## config.mk

```make
export PLATFORM = sky130hd
export DESIGN_NAME = uart_tx_buffered_flat
export DESIGN_NICKNAME = d
export VERILOG_FILES = /design/src/rtl/uart_tx_buffered_if.sv /design/src/rtl/uart_tx_buffered.sv /design/src/flat_wrapper.sv
export SDC_FILE = /design/constraint.sdc
export NUM_CORES = 1
export LEC_CHECK = 0
export ABC_CLOCK_PERIOD_IN_PS = 7000
export CAP_MARGIN = 5
export CORE_MARGIN = 2
export CORE_UTILIZATION = 40
export CTS_CLUSTER_SIZE = 24
export DETAILED_ROUTE_END_ITERATION = 6
export GPL_TIMING_DRIVEN = 1
export HOLD_SLACK_MARGIN = 0.03
export PLACE_DENSITY = 0.62
export SLEW_MARGIN = 40
export SYNTH_ARGS = -nofsm -noshare
export SYNTH_HDL_FRONTEND = slang
export SYNTH_SLANG_ARGS = --single-unit
```

## constraint.sdc

```tcl
create_clock -name i_Clock -period 7 [get_ports i_Clock]
set_input_delay 1.05 -clock i_Clock [delete_from_list [all_inputs] [get_ports i_Clock]]
set_output_delay 1.05 -clock i_Clock [all_outputs]
set_load 0.02 [all_outputs]
```

## src/rtl/uart_tx_buffered_if.sv

```systemverilog
// Enqueue handshake, break request and line/status bundle for uart_tx_buffered.
// master = word producer, slave = transmitter; widths follow DATA_BITS and FIFO_DEPTH.
interface uart_tx_buffered_if #(
  parameter int DATA_BITS  = 8,
  parameter int FIFO_DEPTH = 16
);
  logic [DATA_BITS-1:0]        i_Data;
  logic                        i_Valid;
  logic                        i_Break;
  logic                        o_Data;
  logic                        o_Ready;
  logic                        o_Idle;
  logic [$clog2(FIFO_DEPTH):0] o_Count;

  modport master (
    output i_Data, i_Valid, i_Break,
    input  o_Data, o_Ready, o_Idle, o_Count
  );

  modport slave (
    input  i_Data, i_Valid, i_Break,
    output o_Data, o_Ready, o_Idle, o_Count
  );
endinterface

```

## src/rtl/uart_tx_buffered.sv

```systemverilog
// Buffered UART transmitter: FIFO-fed framer, first start bit two edges after accept, frames back-to-back.
// o_Ready low while the FIFO is full (writes dropped); define UART_TX_BREAK_EN to add line-break support.

module uart_tx_fifo #(
  parameter int WIDTH = 8,
  parameter int DEPTH = 16
) (
  input  logic                   clk_i,
  input  logic                   rst_i,
  input  logic                   push_i,
  input  logic [WIDTH-1:0]       wdat_i,
  input  logic                   pop_i,
  output logic [WIDTH-1:0]       rdat_o,
  output logic                   full_o,
  output logic [$clog2(DEPTH):0] count_o
);
  localparam int            AW       = $clog2(DEPTH);
  localparam logic [AW:0]   FULL_CNT = DEPTH[AW:0];

  logic [WIDTH-1:0] mem_q [DEPTH];
  logic [AW-1:0]    wr_ptr_q;
  logic [AW-1:0]    rd_ptr_q;
  logic [AW:0]      count_q;
  logic             push_ok;
  logic             pop_ok;

  // A write against a full FIFO is refused even if a pop frees a slot on the same edge.
  assign full_o  = (count_q == FULL_CNT);
  assign push_ok = push_i && !full_o;
  assign pop_ok  = pop_i && (count_q != '0);
  assign rdat_o  = mem_q[rd_ptr_q];
  assign count_o = count_q;

  always_ff @(posedge clk_i) begin
    if (push_ok) mem_q[wr_ptr_q] <= wdat_i;
  end

  always_ff @(posedge clk_i or posedge rst_i) begin
    if (rst_i) begin
      wr_ptr_q <= '0;
      rd_ptr_q <= '0;
      count_q  <= '0;
    end else begin
      if (push_ok) wr_ptr_q <= wr_ptr_q + 1'b1;
      if (pop_ok)  rd_ptr_q <= rd_ptr_q + 1'b1;
      case ({push_ok, pop_ok})
        2'b10:   count_q <= count_q + 1'b1;
        2'b01:   count_q <= count_q - 1'b1;
        default: count_q <= count_q;
      endcase
    end
  end
endmodule

module uart_tx_buffered #(
  parameter int         CLOCK_FREQ_Mhz = 12,
  parameter int         BAUD_RATE      = 9600,
  parameter int         DATA_BITS      = 8,
  parameter logic [1:0] PARITY_MODE    = 2'b00,
  parameter int         STOP_BITS      = 1,
  parameter int         FIFO_DEPTH     = 16
) (
  input logic               i_Clock,
  input logic               i_Reset,
  uart_tx_buffered_if.slave bus
);
  localparam int CLOCKS_PER_BIT = CLOCK_FREQ_Mhz * 1_000_000 / BAUD_RATE;
  localparam int CNT_W          = (CLOCKS_PER_BIT > 1) ? $clog2(CLOCKS_PER_BIT) : 1;
  localparam int IDX_W          = $clog2(DATA_BITS);

  localparam logic [CNT_W-1:0] CNT_LAST  = CNT_W'(CLOCKS_PER_BIT - 1);
  localparam logic [IDX_W-1:0] DATA_LAST = IDX_W'(DATA_BITS - 1);
  localparam logic [IDX_W-1:0] STOP_LAST = IDX_W'(STOP_BITS - 1);

  if (PARITY_MODE == 2'b11) begin : g_bad_parity
    $error("uart_tx_buffered: PARITY_MODE 2'b11 is illegal");
  end
  if (DATA_BITS < 5 || DATA_BITS > 9) begin : g_bad_data_bits
    $error("uart_tx_buffered: DATA_BITS must be 5..9");
  end
  if (STOP_BITS < 1 || STOP_BITS > 2) begin : g_bad_stop_bits
    $error("uart_tx_buffered: STOP_BITS must be 1..2");
  end
  if (FIFO_DEPTH < 2 || FIFO_DEPTH > 256 || (FIFO_DEPTH & (FIFO_DEPTH - 1)) != 0) begin : g_bad_depth
    $error("uart_tx_buffered: FIFO_DEPTH must be a power of two in 2..256");
  end
  if (CLOCKS_PER_BIT < 1) begin : g_bad_baud
    $error("uart_tx_buffered: BAUD_RATE too high for CLOCK_FREQ_Mhz");
  end

  typedef enum logic [2:0] {
    IDLE,
    START,
    DATA,
    PARITY,
    STOP
`ifdef UART_TX_BREAK_EN
    ,
    BREAK,
    GAP
`endif
  } state_t;

  state_t                     state_q, state_d;
  logic [CNT_W-1:0]           cnt_q, cnt_d;
  logic [IDX_W-1:0]           idx_q, idx_d;
  logic [DATA_BITS-1:0]       sh_q, sh_d;
  logic                       par_q, par_d;
  logic                       line_q, line_d;
  logic                       avail_q;

  logic                       bit_done;
  logic                       launch;
  logic                       pop;
  logic [DATA_BITS-1:0]       fifo_rdat;
  logic                       fifo_full;
  logic [$clog2(FIFO_DEPTH):0] fifo_count;

  uart_tx_fifo #(
    .WIDTH (DATA_BITS),
    .DEPTH (FIFO_DEPTH)
  ) u_fifo (
    .clk_i   (i_Clock),
    .rst_i   (i_Reset),
    .push_i  (bus.i_Valid),
    .wdat_i  (bus.i_Data),
    .pop_i   (pop),
    .rdat_o  (fifo_rdat),
    .full_o  (fifo_full),
    .count_o (fifo_count)
  );

  assign bit_done = (cnt_q == CNT_LAST);

`ifndef UART_TX_BREAK_EN
  logic unused_break;
  assign unused_break = bus.i_Break;
`endif

  always_comb begin
    state_d = state_q;
    cnt_d   = bit_done ? '0 : cnt_q + 1'b1;
    idx_d   = idx_q;
    sh_d    = sh_q;
    par_d   = par_q;
    launch  = 1'b0;
    pop     = 1'b0;

    case (state_q)
      IDLE: begin
        cnt_d = '0;
`ifdef UART_TX_BREAK_EN
        if (bus.i_Break) state_d = BREAK;
        else
`endif
        if (avail_q) launch = 1'b1;
      end
      START: begin
        if (bit_done) begin
          state_d = DATA;
          idx_d   = '0;
        end
      end
      DATA: begin
        if (bit_done) begin
          if (idx_q == DATA_LAST) begin
            idx_d   = '0;
            state_d = (PARITY_MODE != 2'b00) ? PARITY : STOP;
          end else begin
            idx_d = idx_q + 1'b1;
            sh_d  = sh_q >> 1;
          end
        end
      end
      PARITY: begin
        if (bit_done) state_d = STOP;
      end
      STOP: begin
        if (bit_done) begin
          if (idx_q == STOP_LAST) begin
            idx_d   = '0;
            state_d = IDLE;
`ifdef UART_TX_BREAK_EN
            if (bus.i_Break) state_d = BREAK;
            else
`endif
            if (avail_q) launch = 1'b1;
          end else begin
            idx_d = idx_q + 1'b1;
          end
        end
      end
`ifdef UART_TX_BREAK_EN
      BREAK: begin
        cnt_d = '0;
        if (!bus.i_Break) state_d = GAP;
      end
      // Line held high for one full bit time after a break before any start bit.
      GAP: begin
        if (bit_done) state_d = IDLE;
      end
`endif
      default: state_d = IDLE;
    endcase

    if (launch) begin
      state_d = START;
      pop     = 1'b1;
      cnt_d   = '0;
      sh_d    = fifo_rdat;
      par_d   = (^fifo_rdat) ^ PARITY_MODE[0];
    end

    // The line register follows the next state so o_Data changes on the same edge as the FSM.
    case (state_d)
      START:   line_d = 1'b0;
      DATA:    line_d = sh_d[0];
      PARITY:  line_d = par_d;
`ifdef UART_TX_BREAK_EN
      BREAK:   line_d = 1'b0;
`endif
      default: line_d = 1'b1;
    endcase
  end

  always_ff @(posedge i_Clock or posedge i_Reset) begin
    if (i_Reset) begin
      state_q <= IDLE;
      cnt_q   <= '0;
      idx_q   <= '0;
      sh_q    <= '0;
      par_q   <= 1'b0;
      line_q  <= 1'b1;
      avail_q <= 1'b0;
    end else begin
      state_q <= state_d;
      cnt_q   <= cnt_d;
      idx_q   <= idx_d;
      sh_q    <= sh_d;
      par_q   <= par_d;
      line_q  <= line_d;
      // Occupancy seen by the FSM lags the FIFO by one edge, so a fresh word launches at accept+2.
      avail_q <= (fifo_count != '0);
    end
  end

  assign bus.o_Data  = line_q;
  assign bus.o_Ready = !fifo_full;
  assign bus.o_Idle  = (fifo_count == '0) && (state_q == IDLE);
  assign bus.o_Count = fifo_count;
endmodule

```

## src/flat_wrapper.sv

```systemverilog
// flat-port wrapper written by rule: the top's interface ports become plain ports
module uart_tx_buffered_flat 
#(
  parameter int         CLOCK_FREQ_Mhz = 12,
  parameter int         BAUD_RATE      = 9600,
  parameter int         DATA_BITS      = 8,
  parameter logic [1:0] PARITY_MODE    = 2'b00,
  parameter int         STOP_BITS      = 1,
  parameter int         FIFO_DEPTH     = 16
)
  (i_Clock, i_Reset, bus_i_Data, bus_i_Valid, bus_i_Break, bus_o_Data, bus_o_Ready, bus_o_Idle, bus_o_Count);
  uart_tx_buffered_if #(.DATA_BITS(DATA_BITS), .FIFO_DEPTH(FIFO_DEPTH)) bus_i ();
  input logic i_Clock;
  input logic i_Reset;
  input wire logic [$bits(bus_i.i_Data)-1:0] bus_i_Data;
  input wire logic [$bits(bus_i.i_Valid)-1:0] bus_i_Valid;
  input wire logic [$bits(bus_i.i_Break)-1:0] bus_i_Break;
  output wire logic [$bits(bus_i.o_Data)-1:0] bus_o_Data;
  output wire logic [$bits(bus_i.o_Ready)-1:0] bus_o_Ready;
  output wire logic [$bits(bus_i.o_Idle)-1:0] bus_o_Idle;
  output wire logic [$bits(bus_i.o_Count)-1:0] bus_o_Count;
  assign bus_i.i_Data = bus_i_Data;
  assign bus_i.i_Valid = bus_i_Valid;
  assign bus_i.i_Break = bus_i_Break;
  assign bus_o_Data = bus_i.o_Data;
  assign bus_o_Ready = bus_i.o_Ready;
  assign bus_o_Idle = bus_i.o_Idle;
  assign bus_o_Count = bus_i.o_Count;
  uart_tx_buffered #(.CLOCK_FREQ_Mhz(CLOCK_FREQ_Mhz), .BAUD_RATE(BAUD_RATE), .DATA_BITS(DATA_BITS), .PARITY_MODE(PARITY_MODE), .STOP_BITS(STOP_BITS), .FIFO_DEPTH(FIFO_DEPTH)) u_core (.i_Clock(i_Clock), .i_Reset(i_Reset), .bus(bus_i));
endmodule
```

==> impl_metrics.csv <==
group,metric,value,unit
synth,seq_area_frac_synth,68.8,%
synth,synthesis.area,7080,um^2
global_routing,grt_util_met3,4.37,%
clock_tree,cts_setup_buffers,0,
drt,routedWlPerCell,18.4,um
synth,ys_top_cells_by_area,"edfxtp_1, dfrtp_1, mux4_2, ha_1, nor2_1",
drt,antenna_left,0,
global_routing,grt_use_met1,20.1,%
layout,utilization,46.6,%
worst_setup_path,critPathArrivalTime,2.34,ns
global_routing,use_met2,24.2,%
clock_tree,path_clk_slew,0.07,ns
run_status,outcome,"finished, final reports clean",
sta,fmax,295,MHz
sta,final_max_slew_viol_count,0,
worst_setup_path,end_kind,"output port",
floorplan,die_h,137,um
worst_hold_path,worstHoldStart,"u_core.par_q",
run,cap_violations,0,
synth,synth_flop_cell,"edfxtp_1",
floorplan,rows,48,
placed_design,pre_cts_ws,3.38,ns
synth,synth.top_cell.area_share,54.3,%
worst_setup_path,crit_fanout,9,
floorplan,die_area,18800,um^2
synth,syn-num-nets,463,
clock_tree,post_cts_resized,0,
synth,syn_avg_cell_area,16.2,um^2
layout,nets,483,
synth,yosysTopAreaCell,"edfxtp_1",
placed_design,gp_congestion,0.754,
synth,synthCells,438,
worst_setup_path,slowest_delay,0.66,ns
clock_tree,cts.htree.levels,4,
global_routing,grt_overflow,0,
drt,vias,3596,
clock_tree,cts_buffers,17,
layout,antenna_cells,0,
power,ir_worst_vdd,0.000206,V
drt,drtPass1Iterations,4,
global_routing,grt_pass1_vias,3667,
layout,final_cell_mix,"edfxtp_1, dfrtp_1, nor2_1",
sta,final-hold-violation-count,0,
worst_setup_path,cp-startpoint,"u_core.u_fifo.count_o[2]",
worst_setup_path,startpoint_type,"register",
worst_setup_path,cpMostUsedCell,"nor4_1",
global_routing,antenna_found_initial,0,
layout,layout_commonest_cell,"edfxtp_1",
sta,tns,0,ns
global_routing,grt_max_degree,42,
worst_setup_path,r2r-start,"u_core.cnt_q[3]",
worst_setup_path,cp.required,5.95,ns
sta,fin_crit,3.39,ns
synth,synthDistinctLibCells,44,
sta,fin_ws,3.61,ns
sta,max_slew.worst_pin.slew,0.778,ns
worst_setup_path,path_class,"reg -> out",
synth,yosysWarnings,0,
worst_setup_path,crit_slowest_cell,"clkdlybuf4s50_1",
floorplan,initial_core_util,41.0,%
clock_tree,cts_root_buf,"clkbuf_16",
drt,vias_per_cell,5.17,
worst_setup_path,crit_chain,"nor4_1 > nand2b_1 > nor4_1 > clkdlybuf4s50_1",
sta,fin_crit_sh,48.4,%
clock_tree,cts_buffer_depth,2,
floorplan,die_w,137,um
drt,routed_wl,12800,um
worst_hold_path,hold_path.class,"reg -> reg",
layout,drive_gt1_share,17.4,%
power,leakage,2.89,nW
sta,rsz0062_at_grt,"false",
layout,area_growth,13.8,%
clock_tree,cts_tree,"yes",
synth,async_flop_share,24.3,%
global_routing,grt-busiest-layer,"met2",
synth,ys_ff_latch,169,
clock_tree,clkSinkCount,169,
placed_design,placement.io_buffers,18,
drt,drc_errors,0,
global_routing,grt_usage,15.2,%
sta,report.final.setup_viol,0,
clock_tree,insertion_delay,0.43,ns
layout,fillCellCount,1510,
sta,clock_skew,0.0129,ns
clock_tree,cts_hold_buf,0,
drt,drtIter0Drc,338,
global_routing,grt_pass1_wl,20300,um
floorplan,design.core.area,17300,um^2
sta,max_slew_margin,48.0,%
floorplan,ios,20,
synth,synth_edf_count,128,
power,power.density,398,nW/um^2
placed_design,hpwl,8080,um
==> synthesized netlist by cell type, types with 3 or more instances <==
cell        n
mux2i_1     7
nor2b_1     3
nor3_1      5
nand2b_1    8
edfxtp_1  128
nand3_1     7
a22oi_1    17
ha_1       13
nor2_1     38
mux4_2     32
dfrtp_1    40
and2_1      3
clkbuf_1   15
xnor2_1    16
and3_1      3
o21ai_0     6
nand4_1     4
a21oi_1    14
inv_1      11
xor2_1     13
mux2_2      3
buf_1       3
nand2_1    22
==> registers in the layout, indices dropped and copies added, names as in the netlist <==
register                cells
u_core.u_fifo.wr_ptr_q      4
u_core.bus.o_Data           1
u_core.state_q              3
u_core.par_q                1
u_core.u_fifo.count_o       5
u_core.cnt_q               11
u_core.avail_q              1
u_core.sh_q                 8
u_core.u_fifo.mem_q       128
u_core.u_fifo.rd_ptr_q      4
u_core.idx_q                3
==> routing by layer <==
layer | wire length, um | part of all wire, % | vias up
li1 | - | - | 1700
met1 | 5440 | 43 | 1822
met2 | 6600 | 52 | 66
met3 | 633 | 5.0 | 8
met4 | 108 | 0.84 | 0
met5 | 0 | 0 | -
==> report_power, final <==
part	switching [W]	total (W)	internal (W)
Clock	0.000395	0.000895	0.000499
Combinational	0.000510	0.000964	0.000454
Sequential	0.000106	0.00135	0.00124
==> final timing paths <==
check	end	slack, ns	cells past startpoint
hold reg to reg	u_core.par_q	0.49	2
hold / removal	u_core.par_q	0.49	2
max in group asynchronous	u_core.u_fifo.rd_ptr_q[0]	5.55	3
min in group asynchronous	u_core.cnt_q[7]	1.06	3
setup reg to reg	u_core.u_fifo.count_o[4]	3.61	14
setup / recovery	bus_o_Idle	3.61	4
==> kinds of logic (layout without fill, tap and decap cells) <==
family                   count (synthesis)  in the layout  share of synthesized area (%)
AO/OA/AOI/OAI                           47             47                           4.29
XOR/XNOR                                29             29                           3.59
adder cells (fa/ha/maj)                 13             13                           2.30
buffers and inverters                   35             68                           2.21
flip-flops                             169            169                           68.8
multiplexers                            42             42                           11.6
AND/OR/NAND/NOR                        103            103                           7.21
==> per-stage QoR <==
| stage | power [W] | instance area, um^2 | std cells | hold WS (ns) |
|---|---|---|---|---|
| floorplan | 0.00210 | 7080 | 438 | 0.456 |
| global placement | 0.00233 | 7480 | 664 | 0.469 |
| detailed placement | 0.00235 | 7490 | 664 | 0.475 |
| CTS | 0.00325 | 8060 | 696 | 0.490 |
| global route | 0.00340 | 8060 | 696 | 0.509 |
| finish | 0.00321 | 8060 | 696 | 0.486 |
==> area by class of cell <==
type / instances / area (um^2) / area share (%)
Clock inverter: 14 / 138 / 1.71
Timing Repair Buffer: 25 / 233 / 2.89
Sequential cell: 169 / 4870 / 60.4
Multi-Input combinational cell: 234 / 2070 / 25.7
Inverter: 11 / 41.3 / 0.512
Clock buffer: 18 / 429 / 5.32
Tap cell: 225 / 282 / 3.49
==> critical path: cells and delay by family (launching register included) <==
| family | cells | cell delay, ns |
|---|---|---|
| AND/OR/NAND/NOR | 3 | 0.77 |
| buffers and inverters | 1 | 0.66 |
| flip-flops | 1 | 0.48 |
No activity file was read; power rests on OpenSTA's default activity.
